===== config.mk =====
export PLATFORM = sky130hd
export DESIGN_NAME = capture_dma
export DESIGN_NICKNAME = d
export VERILOG_FILES = /design/src/rtl/mem_pkg.sv /design/src/rtl/sync_fifo.sv /design/src/rtl/capture_dma.sv
export SDC_FILE = /design/constraint.sdc
export NUM_CORES = 2
export LEC_CHECK = 0
export BUFFER_PORTS_ARGS = -buffer_cell sky130_fd_sc_hd__buf_2
export CORE_MARGIN = 8
export CORE_UTILIZATION = 35
export DETAILED_ROUTE_END_ITERATION = 8
export SYNTH_ARGS = -nofsm -noshare
export SYNTH_HDL_FRONTEND = slang
export SYNTH_SLANG_ARGS = --single-unit

===== constraint.sdc =====
create_clock -name clock -period 6.75 [get_ports clock]
set_clock_uncertainty 0.15 [all_clocks]
set_input_delay 0.3375 -clock clock [delete_from_list [all_inputs] [get_ports clock]]
set_output_delay 0.3375 -clock clock [all_outputs]
set_load 0.01 [all_outputs]

===== src/rtl/mem_pkg.sv =====
// Shared definitions for the MIG user-port clients.
//   - MIG command encodings driven on cmd_instr.
//   - capture_dma FSM state encoding.
//   - cap64: clamps a word count into the 7-bit burst-length domain (1..64).
package mem_pkg;

    localparam logic [2:0] MEM_WRITE    = 3'b000;
    localparam logic [2:0] MEM_READ     = 3'b001;
    localparam logic [2:0] MEM_WRITE_AP = 3'b010;
    localparam logic [2:0] MEM_READ_AP  = 3'b011;
    localparam logic [2:0] MEM_REFRESH  = 3'b100;

    typedef enum logic [1:0] {
        IDLE = 2'd0,
        FILL = 2'd1,
        CMD  = 2'd2
    } dma_state_t;

    // Bursts never exceed 64 words, so any larger count saturates at 64.
    function automatic logic [6:0] cap64(input logic [24:0] v);
        return (v > 25'd64) ? 7'd64 : v[6:0];
    endfunction

endpackage


===== src/rtl/sync_fifo.sv =====
// First-word-fall-through synchronous FIFO.
//   clock, reset    : clock and asynchronous active-low reset
//   clear           : empties the FIFO; a push in the same cycle is kept as
//                     the only entry
//   push, din       : write a word (ignored when full and not clearing)
//   pop, dout       : dout always shows the head word; pop advances it
//   count           : number of stored words (0..2**DEPTH_LOG2)
//   full, empty     : status flags derived from count
module sync_fifo #(
    parameter int DEPTH_LOG2 = 7,
    parameter int WIDTH      = 32
) (
    input  logic                  clock,
    input  logic                  reset,
    input  logic                  clear,
    input  logic                  push,
    input  logic [WIDTH-1:0]      din,
    input  logic                  pop,
    output logic [WIDTH-1:0]      dout,
    output logic [DEPTH_LOG2:0]   count,
    output logic                  full,
    output logic                  empty
);

    localparam int DEPTH = 2 ** DEPTH_LOG2;
    localparam int CW    = DEPTH_LOG2 + 1;
    localparam int PW    = DEPTH_LOG2;

    logic [WIDTH-1:0] mem [DEPTH];
    logic [PW-1:0]    rd_ptr;
    logic [PW-1:0]    wr_ptr;
    logic [PW-1:0]    wr_addr;
    logic             do_push;
    logic             do_pop;

    assign full    = (count == CW'(DEPTH));
    assign empty   = (count == '0);
    assign do_push = push & (clear | ~full);
    assign do_pop  = pop & ~empty & ~clear;
    assign dout    = mem[rd_ptr];
    // A push that coincides with clear lands at slot 0 of the emptied FIFO.
    assign wr_addr = clear ? '0 : wr_ptr;

    always_ff @(posedge clock) begin
        if (do_push) begin
            mem[wr_addr] <= din;
        end
    end

    always_ff @(posedge clock or negedge reset) begin
        if (!reset) begin
            rd_ptr <= '0;
            wr_ptr <= '0;
            count  <= '0;
        end else if (clear) begin
            rd_ptr <= '0;
            wr_ptr <= PW'(do_push);
            count  <= CW'(do_push);
        end else begin
            if (do_push) begin
                wr_ptr <= wr_ptr + 1'b1;
            end
            if (do_pop) begin
                rd_ptr <= rd_ptr + 1'b1;
            end
            case ({do_push, do_pop})
                2'b10:   count <= count + 1'b1;
                2'b01:   count <= count - 1'b1;
                default: count <= count;
            endcase
        end
    end

endmodule


===== src/rtl/capture_dma.sv =====
// Capture DMA: buffers 32-bit capture samples locally and writes them into a
// DRAM ring buffer through a MIG user port (write-FIFO fill, then one write
// command per burst).
//   clock, reset          : single clock, asynchronous active-low reset
//   enable, flush         : capture enable (rising edge restarts ring),
//                           flush allows partial bursts
//   base_addr, ring_words : ring placement (byte address) and length (words)
//   s_data/s_valid/s_ready: sample stream input
//   wr_ptr                : committed word offset into the ring
//   overflow, mem_error   : sticky error flags
//   busy                  : FSM active or samples pending
//   cmd_*                 : MIG command port
//   wr_*                  : MIG write data port
//   debug                 : {state, cmd_empty, wr_empty, wr_count}
//
// state | meaning
// IDLE  | waiting for enough buffered words to start a burst
// FILL  | pushing n words into the MIG write FIFO
// CMD   | issuing the MEM_WRITE command for the burst
module capture_dma
    import mem_pkg::*;
#(
    parameter int BURST_WORDS     = 32,
    parameter int FIFO_DEPTH_LOG2 = 7
) (
    input  logic        clock,
    input  logic        reset,
    input  logic        enable,
    input  logic        flush,
    input  logic [29:0] base_addr,
    input  logic [23:0] ring_words,
    input  logic [31:0] s_data,
    input  logic        s_valid,
    output logic        s_ready,
    output logic [23:0] wr_ptr,
    output logic        overflow,
    output logic        mem_error,
    output logic        busy,
    output logic        cmd_clk,
    output logic        cmd_en,
    output logic [2:0]  cmd_instr,
    output logic [5:0]  cmd_bl,
    output logic [29:0] cmd_byte_addr,
    input  logic        cmd_empty,
    input  logic        cmd_full,
    output logic        wr_clk,
    output logic        wr_en,
    output logic [3:0]  wr_mask,
    output logic [31:0] wr_data,
    input  logic        wr_full,
    input  logic        wr_empty,
    input  logic [6:0]  wr_count,
    input  logic        wr_underrun,
    input  logic        wr_error,
    output logic [10:0] debug
);

    localparam int CW = FIFO_DEPTH_LOG2 + 1;

    dma_state_t    state;
    dma_state_t    state_next;

    logic [CW-1:0] fifo_count;
    logic          fifo_full;
    logic          fifo_empty;
    logic [31:0]   fifo_dout;
    logic          push;

    logic          live;
    logic          enable_q;
    logic          rise;
    logic          clear_pending;
    logic          do_clear;

    logic [23:0]   offset;
    logic [23:0]   remaining;
    logic [23:0]   offset_sum;
    logic [23:0]   offset_wrap;
    logic [24:0]   count_x;
    logic [24:0]   remaining_x;
    logic [24:0]   burst_x;
    logic [6:0]    n_next;
    logic [6:0]    n_q;
    logic [6:0]    fill_cnt;
    logic          can_start;

    // live keeps s_ready low while reset is asserted, independent of enable.
    assign rise     = enable & ~enable_q;
    assign do_clear = (rise | clear_pending) & (state == IDLE);
    assign s_ready  = live & enable & ~fifo_full;
    assign push     = s_valid & s_ready;

    sync_fifo #(
        .DEPTH_LOG2 (FIFO_DEPTH_LOG2),
        .WIDTH      (32)
    ) u_fifo (
        .clock (clock),
        .reset (reset),
        .clear (do_clear),
        .push  (push),
        .din   (s_data),
        .pop   (wr_en),
        .dout  (fifo_dout),
        .count (fifo_count),
        .full  (fifo_full),
        .empty (fifo_empty)
    );

    // Burst sizing: n = min(BURST_WORDS, fifo_count, words left before ring end).
    assign remaining   = ring_words - offset;
    assign count_x     = 25'(fifo_count);
    assign remaining_x = {1'b0, remaining};
    assign burst_x     = 25'(BURST_WORDS);

    always_comb begin
        n_next = cap64(burst_x);
        if (cap64(count_x) < n_next) begin
            n_next = cap64(count_x);
        end
        if (cap64(remaining_x) < n_next) begin
            n_next = cap64(remaining_x);
        end
    end

    // A short tail before the ring end starts as soon as it is fully buffered,
    // so a burst never straddles the wrap point.
    assign can_start = (fifo_count != '0) && (remaining != '0) &&
                       ((count_x >= burst_x) || flush || (remaining_x <= count_x));

    assign offset_sum  = offset + 24'(n_q);
    assign offset_wrap = (offset_sum >= ring_words) ? 24'd0 : offset_sum;

    always_ff @(posedge clock or negedge reset) begin
        if (!reset) begin
            state <= IDLE;
        end else begin
            state <= state_next;
        end
    end

    always_comb begin
        state_next = state;
        case (state)
            IDLE: begin
                if (!do_clear && can_start) begin
                    state_next = FILL;
                end
            end
            FILL: begin
                if (wr_en && (fill_cnt == n_q - 7'd1)) begin
                    state_next = CMD;
                end
            end
            CMD: begin
                if (!cmd_full) begin
                    state_next = IDLE;
                end
            end
            default: state_next = IDLE;
        endcase
    end

    always_comb begin
        wr_en         = 1'b0;
        wr_data       = 32'd0;
        cmd_en        = 1'b0;
        cmd_bl        = 6'd0;
        cmd_byte_addr = 30'd0;
        case (state)
            FILL: begin
                if (!wr_full) begin
                    wr_en   = 1'b1;
                    wr_data = fifo_dout;
                end
            end
            CMD: begin
                cmd_en        = 1'b1;
                cmd_bl        = 6'(n_q - 7'd1);
                cmd_byte_addr = (base_addr & 30'h3FFF_FFFC) + {4'b0000, offset, 2'b00};
            end
            default: ;
        endcase
    end

    always_ff @(posedge clock or negedge reset) begin
        if (!reset) begin
            live          <= 1'b0;
            enable_q      <= 1'b0;
            clear_pending <= 1'b0;
            offset        <= 24'd0;
            overflow      <= 1'b0;
            mem_error     <= 1'b0;
            n_q           <= 7'd0;
            fill_cnt      <= 7'd0;
        end else begin
            live     <= 1'b1;
            enable_q <= enable;

            if (do_clear) begin
                clear_pending <= 1'b0;
            end else if (rise) begin
                clear_pending <= 1'b1;
            end

            if (do_clear) begin
                offset    <= 24'd0;
                overflow  <= 1'b0;
                mem_error <= 1'b0;
            end else begin
                if (s_valid && enable && live && fifo_full) begin
                    overflow <= 1'b1;
                end
                if (wr_underrun || wr_error) begin
                    mem_error <= 1'b1;
                end
                if ((state == CMD) && !cmd_full) begin
                    offset <= offset_wrap;
                end
            end

            if ((state == IDLE) && (state_next == FILL)) begin
                n_q      <= n_next;
                fill_cnt <= 7'd0;
            end else if (wr_en) begin
                fill_cnt <= fill_cnt + 7'd1;
            end
        end
    end

    assign wr_ptr    = offset;
    assign busy      = (state != IDLE) | ~fifo_empty;
    assign cmd_instr = MEM_WRITE;
    assign wr_mask   = 4'b0000;
    assign cmd_clk   = clock;
    assign wr_clk    = clock;
    assign debug     = {state, cmd_empty, wr_empty, wr_count};

endmodule


[Word-level counts from Yosys, hierarchy flattened]
Memories as Yosys holds them, arrays and structs flattened.
Cells that the tools add are included.
Word-level totals
  register bits: 67
  RAM bits: 4096
  input port bits: 104
  output and inout port bits: 118
  memories: 1
Cells by class
  $add $sub $neg: 9
  magnitude comparators: 7
  eq/ne operators: 7
  mux-type cells: 35
  bitwise gates (word level): 15
  reductions and logical operators: 27
Memory list
  u_fifo.mem: depth 128, width 32, read ports 1, clocked after memory_dff 0, write ports 1, line sync_fifo.sv:29  | logic [WIDTH-1:0] mem [DEPTH];
Operator list (number)
  two-way mux 7 bit: 11
  two-way mux 24 bit: 3
  two-way mux 32 bit: 2
  adder 30 x 26 -> 30 bit: 1
  two-way mux 30 bit: 1
  adder 24 x 7 -> 24 bit: 1
  greater-or-equal comparator 24 bit: 1
  > comparator 24 x 7 -> 1 bit, second input constant: 1
  less-or-equal comparator 24 x 8 -> 1 bit: 1
  nonzero test 24 bit: 1
  subtractor 24 bit: 1
  adder 7 x 1 -> 7 bit, second input constant: 3
  case mux 8 bit (2 select lines): 1
  nonzero test 2 bit: 8
  two-way mux 1 bit: 11
  logical AND 1 bit: 9
  adder 8 x 1 -> 8 bit, second input constant: 1
  AND 1 bit: 8
  == test 8 bit, second input constant: 1
  greater-or-equal comparator 8 x 6 -> 1 bit, second input constant: 1
  > comparator 8 x 7 -> 1 bit, second input constant: 1
  zero test 8 bit: 1
  two-way mux 8 bit: 1
  nonzero test 8 bit: 1
  16 further kinds: 29

[Logic depth before layout (Yosys ltp)]
  word-level depth: 11
  depth in mapped cells: 22
  gate-level depth less buffers: 21

[Cells and area by module]
A second synthesis with hierarchy kept.
Unflattened totals
  cells, all modules: 8222
  area, all modules: 164494.0 µm²
By module, submodules not included
  sync_fifo: instances 1, cells an instance 7320, area each 157608.7 µm²
  capture_dma: instances 1, cells an instance 902, area each 6885.4 µm²

==> metrics <==
status completed; Fill cells 40317; most frequent cell after synthesis edfxtp_1; final hold violations 0; Hold Crit Class primary input to flop; Tcrit/Tclk final 0.912; clk slew on worst S/H paths approximately 0.06 ns; initial antenna violation count 29; vias in the first global route around 79000; multi-input logic area 38000 sq um; first-pass GRT wire length 612000 microns; MaxCap Viol Count 0; CTS tree built; remaining global-route overflow 0; first drt pass iteration count 6; sequential cell area 125000 sq um; Commonest cells post-synth edfxtp_1, mux4_2, nor2_1, clkbuf_1, buf_1; CP cell instances buf_12 > buf_12 > mux4_2 > mux4_2 > mux4_2 > mux2i_1 > nor2_1 > buf_2; P_leak 0.0582 uW; hpwl dp 266000 microns; layout cells sized above 1 0.323; ys async rst share 0.0161; worst-path maximum fanout 67; die extent in y 699 microns; Slew Limit Fails 0; post-route antenna net violation count 0; CP startpoint kind flop; I/O Buffers 192; Area growth syn-to-layout 15.4%; largest net degree at the start of global routing slightly above 100; prevailing post-synth register cell edfxtp_1; nets@finish 7786; Setup WS pre-CTS 1.50 ns; Final min period 6.16 ns; WS Path Type flop to output pin; relative max-transition margin 0.163; DRC 0; most used cell, CP mux4_2; Placed Area 175000 sq um; CP Data Required Time 6.26 ns; drt wl/cell 31.0 microns; GR Util All Layers 0.174; FP Rows 251; synth top area cells edfxtp_1, mux4_2, dfrtp_1; Avg Cell Area, Syn 23.4 sq um; core area 466000 sq um; initial core utilization 0.351; crit-path max cell delay approximately 1.1 ns; routability cong. 0.867; Seq/Total Area, Yosys 0.763; slowest CP cell dfrtp_4; Setup Viol. Count Final 0; EDFF count, synth 4096; Fmax achieved 0.162 GHz; YS warnings 0; DIE AREA 489000 sq um; critical path data arrival time 5.67 ns; Synth Register Bits 4163; unrepaired setup endpoints after global routing no; final setup margin 0.591 ns; area leader, netlist edfxtp_1; I/O pin count 222; Synth top area share 0.753; Max VDD drop approximately 0.00032 V; worst-margin pin slew 1.26 ns; synthesized area 163000 sq um; Total Power around 75000 uW; Die X-Extent between 600 and 700 microns; Cells after Synth around 7000; Netlist cell types 76; DRT iter0 DRCs 9996; routed vias/inst 5.53; setup_tns 0 ns; drt total wl between 400000 and 500000 microns; Worst-Skew Late Latency about 1.1 ns; fin area 189000 sq um; Worst Setup End Kind output pin; DR vias 78270; pwr dens 398 nW/um^2
## path summary, 6_finish.rpt
kind                                   from               end  slack, ns  cells after the start
setup / recovery           u_fifo.rd_ptr[1]       wr_data[19]       0.59                      8
hold / removal                      wr_full       fill_cnt[1]       0.12                      5
setup reg to reg                  wr_ptr[7]            n_q[0]       0.85                     20
hold reg to reg                  wr_ptr[20]        wr_ptr[20]       0.41                      1
max in group asynchronous             reset  u_fifo.rd_ptr[0]       5.84                      4
min in group asynchronous             reset         wr_ptr[4]       0.24                      4
## worst max-delay path: cells and delay by family (launching register included)
kind / cells / cell delay, ns
AND/OR/NAND/NOR: 1 / 0.08
multiplexers: 4 / 2.30
buffers and inverters: 3 / 0.88
flip-flops: 1 / 1.08
## cells in the final DEF (no fill, tap or decap), drive strengths merged, types with 34 or more instances in the layout
cell type / synthesis / routed
mux2i: 42 / 42
a21o: 35 / 35
clkbuf: 228 / 508
nand3: 45 / 45
a21oi: 66 / 66
xor2: 38 / 38
dlygate4sd3: 0 / 54
buf: 133 / 479
o21ai: 62 / 62
nand2: 97 / 97
bufinv: 0 / 34
inv: 78 / 89
xnor2: 54 / 54
clkinv: 1 / 211
ha: 101 / 101
dfrtp: 67 / 67
mux4: 1344 / 1344
edfxtp: 4096 / 4096
nor2: 252 / 252
## what timing repair did
item	in CTS	in global routing
buffers inserted	0	0
hold buffers	55	0
resized for setup	0	0
setup endpoints to repair	0	0
endpoints found under the hold margin	2014	0
## power by group
group,internal (uW),switching (uW),total (uW)
Combinational,9910,13200,23100
Clock,12800,9900,22700
Sequential,28600,630,29200
## per-layer routing
metal,track usage,vias up,routed length (microns)
li1,-,31173,-
met4,0.0549,8,14500
met2,0.281,3642,209000
met3,0.0442,649,41600
met5,0,-,313
met1,0.234,42798,173000
## stage by stage
step,util,hold slack [ns],instances
final,0.405,0.118,14151
after global routing,0.404,0.0927,14130
after CTS,0.404,0.0118,14129
after detailed placement,0.375,0.288,13302
after global placement,0.375,0.288,13302
after floorplan,-,-0.108,6987
## final cells by class
cell class / count / share of cell area
well taps: 6198 / 0.0411
multi-input cells: 2384 / 0.202
inverters: 79 / 0.00157
clock inverters: 264 / 0.0131
flip-flops and latches: 4163 / 0.661
repair buffers: 531 / 0.0228
diodes: 22 / 0.000292
clock buffers: 510 / 0.0578
## registers in the layout, indices dropped and copies added, names as in the netlist
name / count
state: 2
u_fifo.count: 8
n_q: 7
clear_pending: 1
overflow: 1
live: 1
enable_q: 1
u_fifo.mem: 4096
u_fifo.wr_ptr: 7
mem_error: 1
fill_cnt: 7
u_fifo.rd_ptr: 7
wr_ptr: 24
## cells by family (layout without fill, tap and decap cells)
family          count (synthesis)  in the layout  share of synthesized area
simple gates                  531            531                     0.0150
compound gates                255            255                     0.0101
mux                          1391           1391                      0.188
fa+ha+maj                     105            105                    0.00822
buf+inv                       440           1384                     0.0107
other cells                     2             32                  0.0000460
flops                        4163           4163                      0.763
xor+xnor                       92             92                    0.00493
Note: power is estimated with default switching activity, not from simulation.
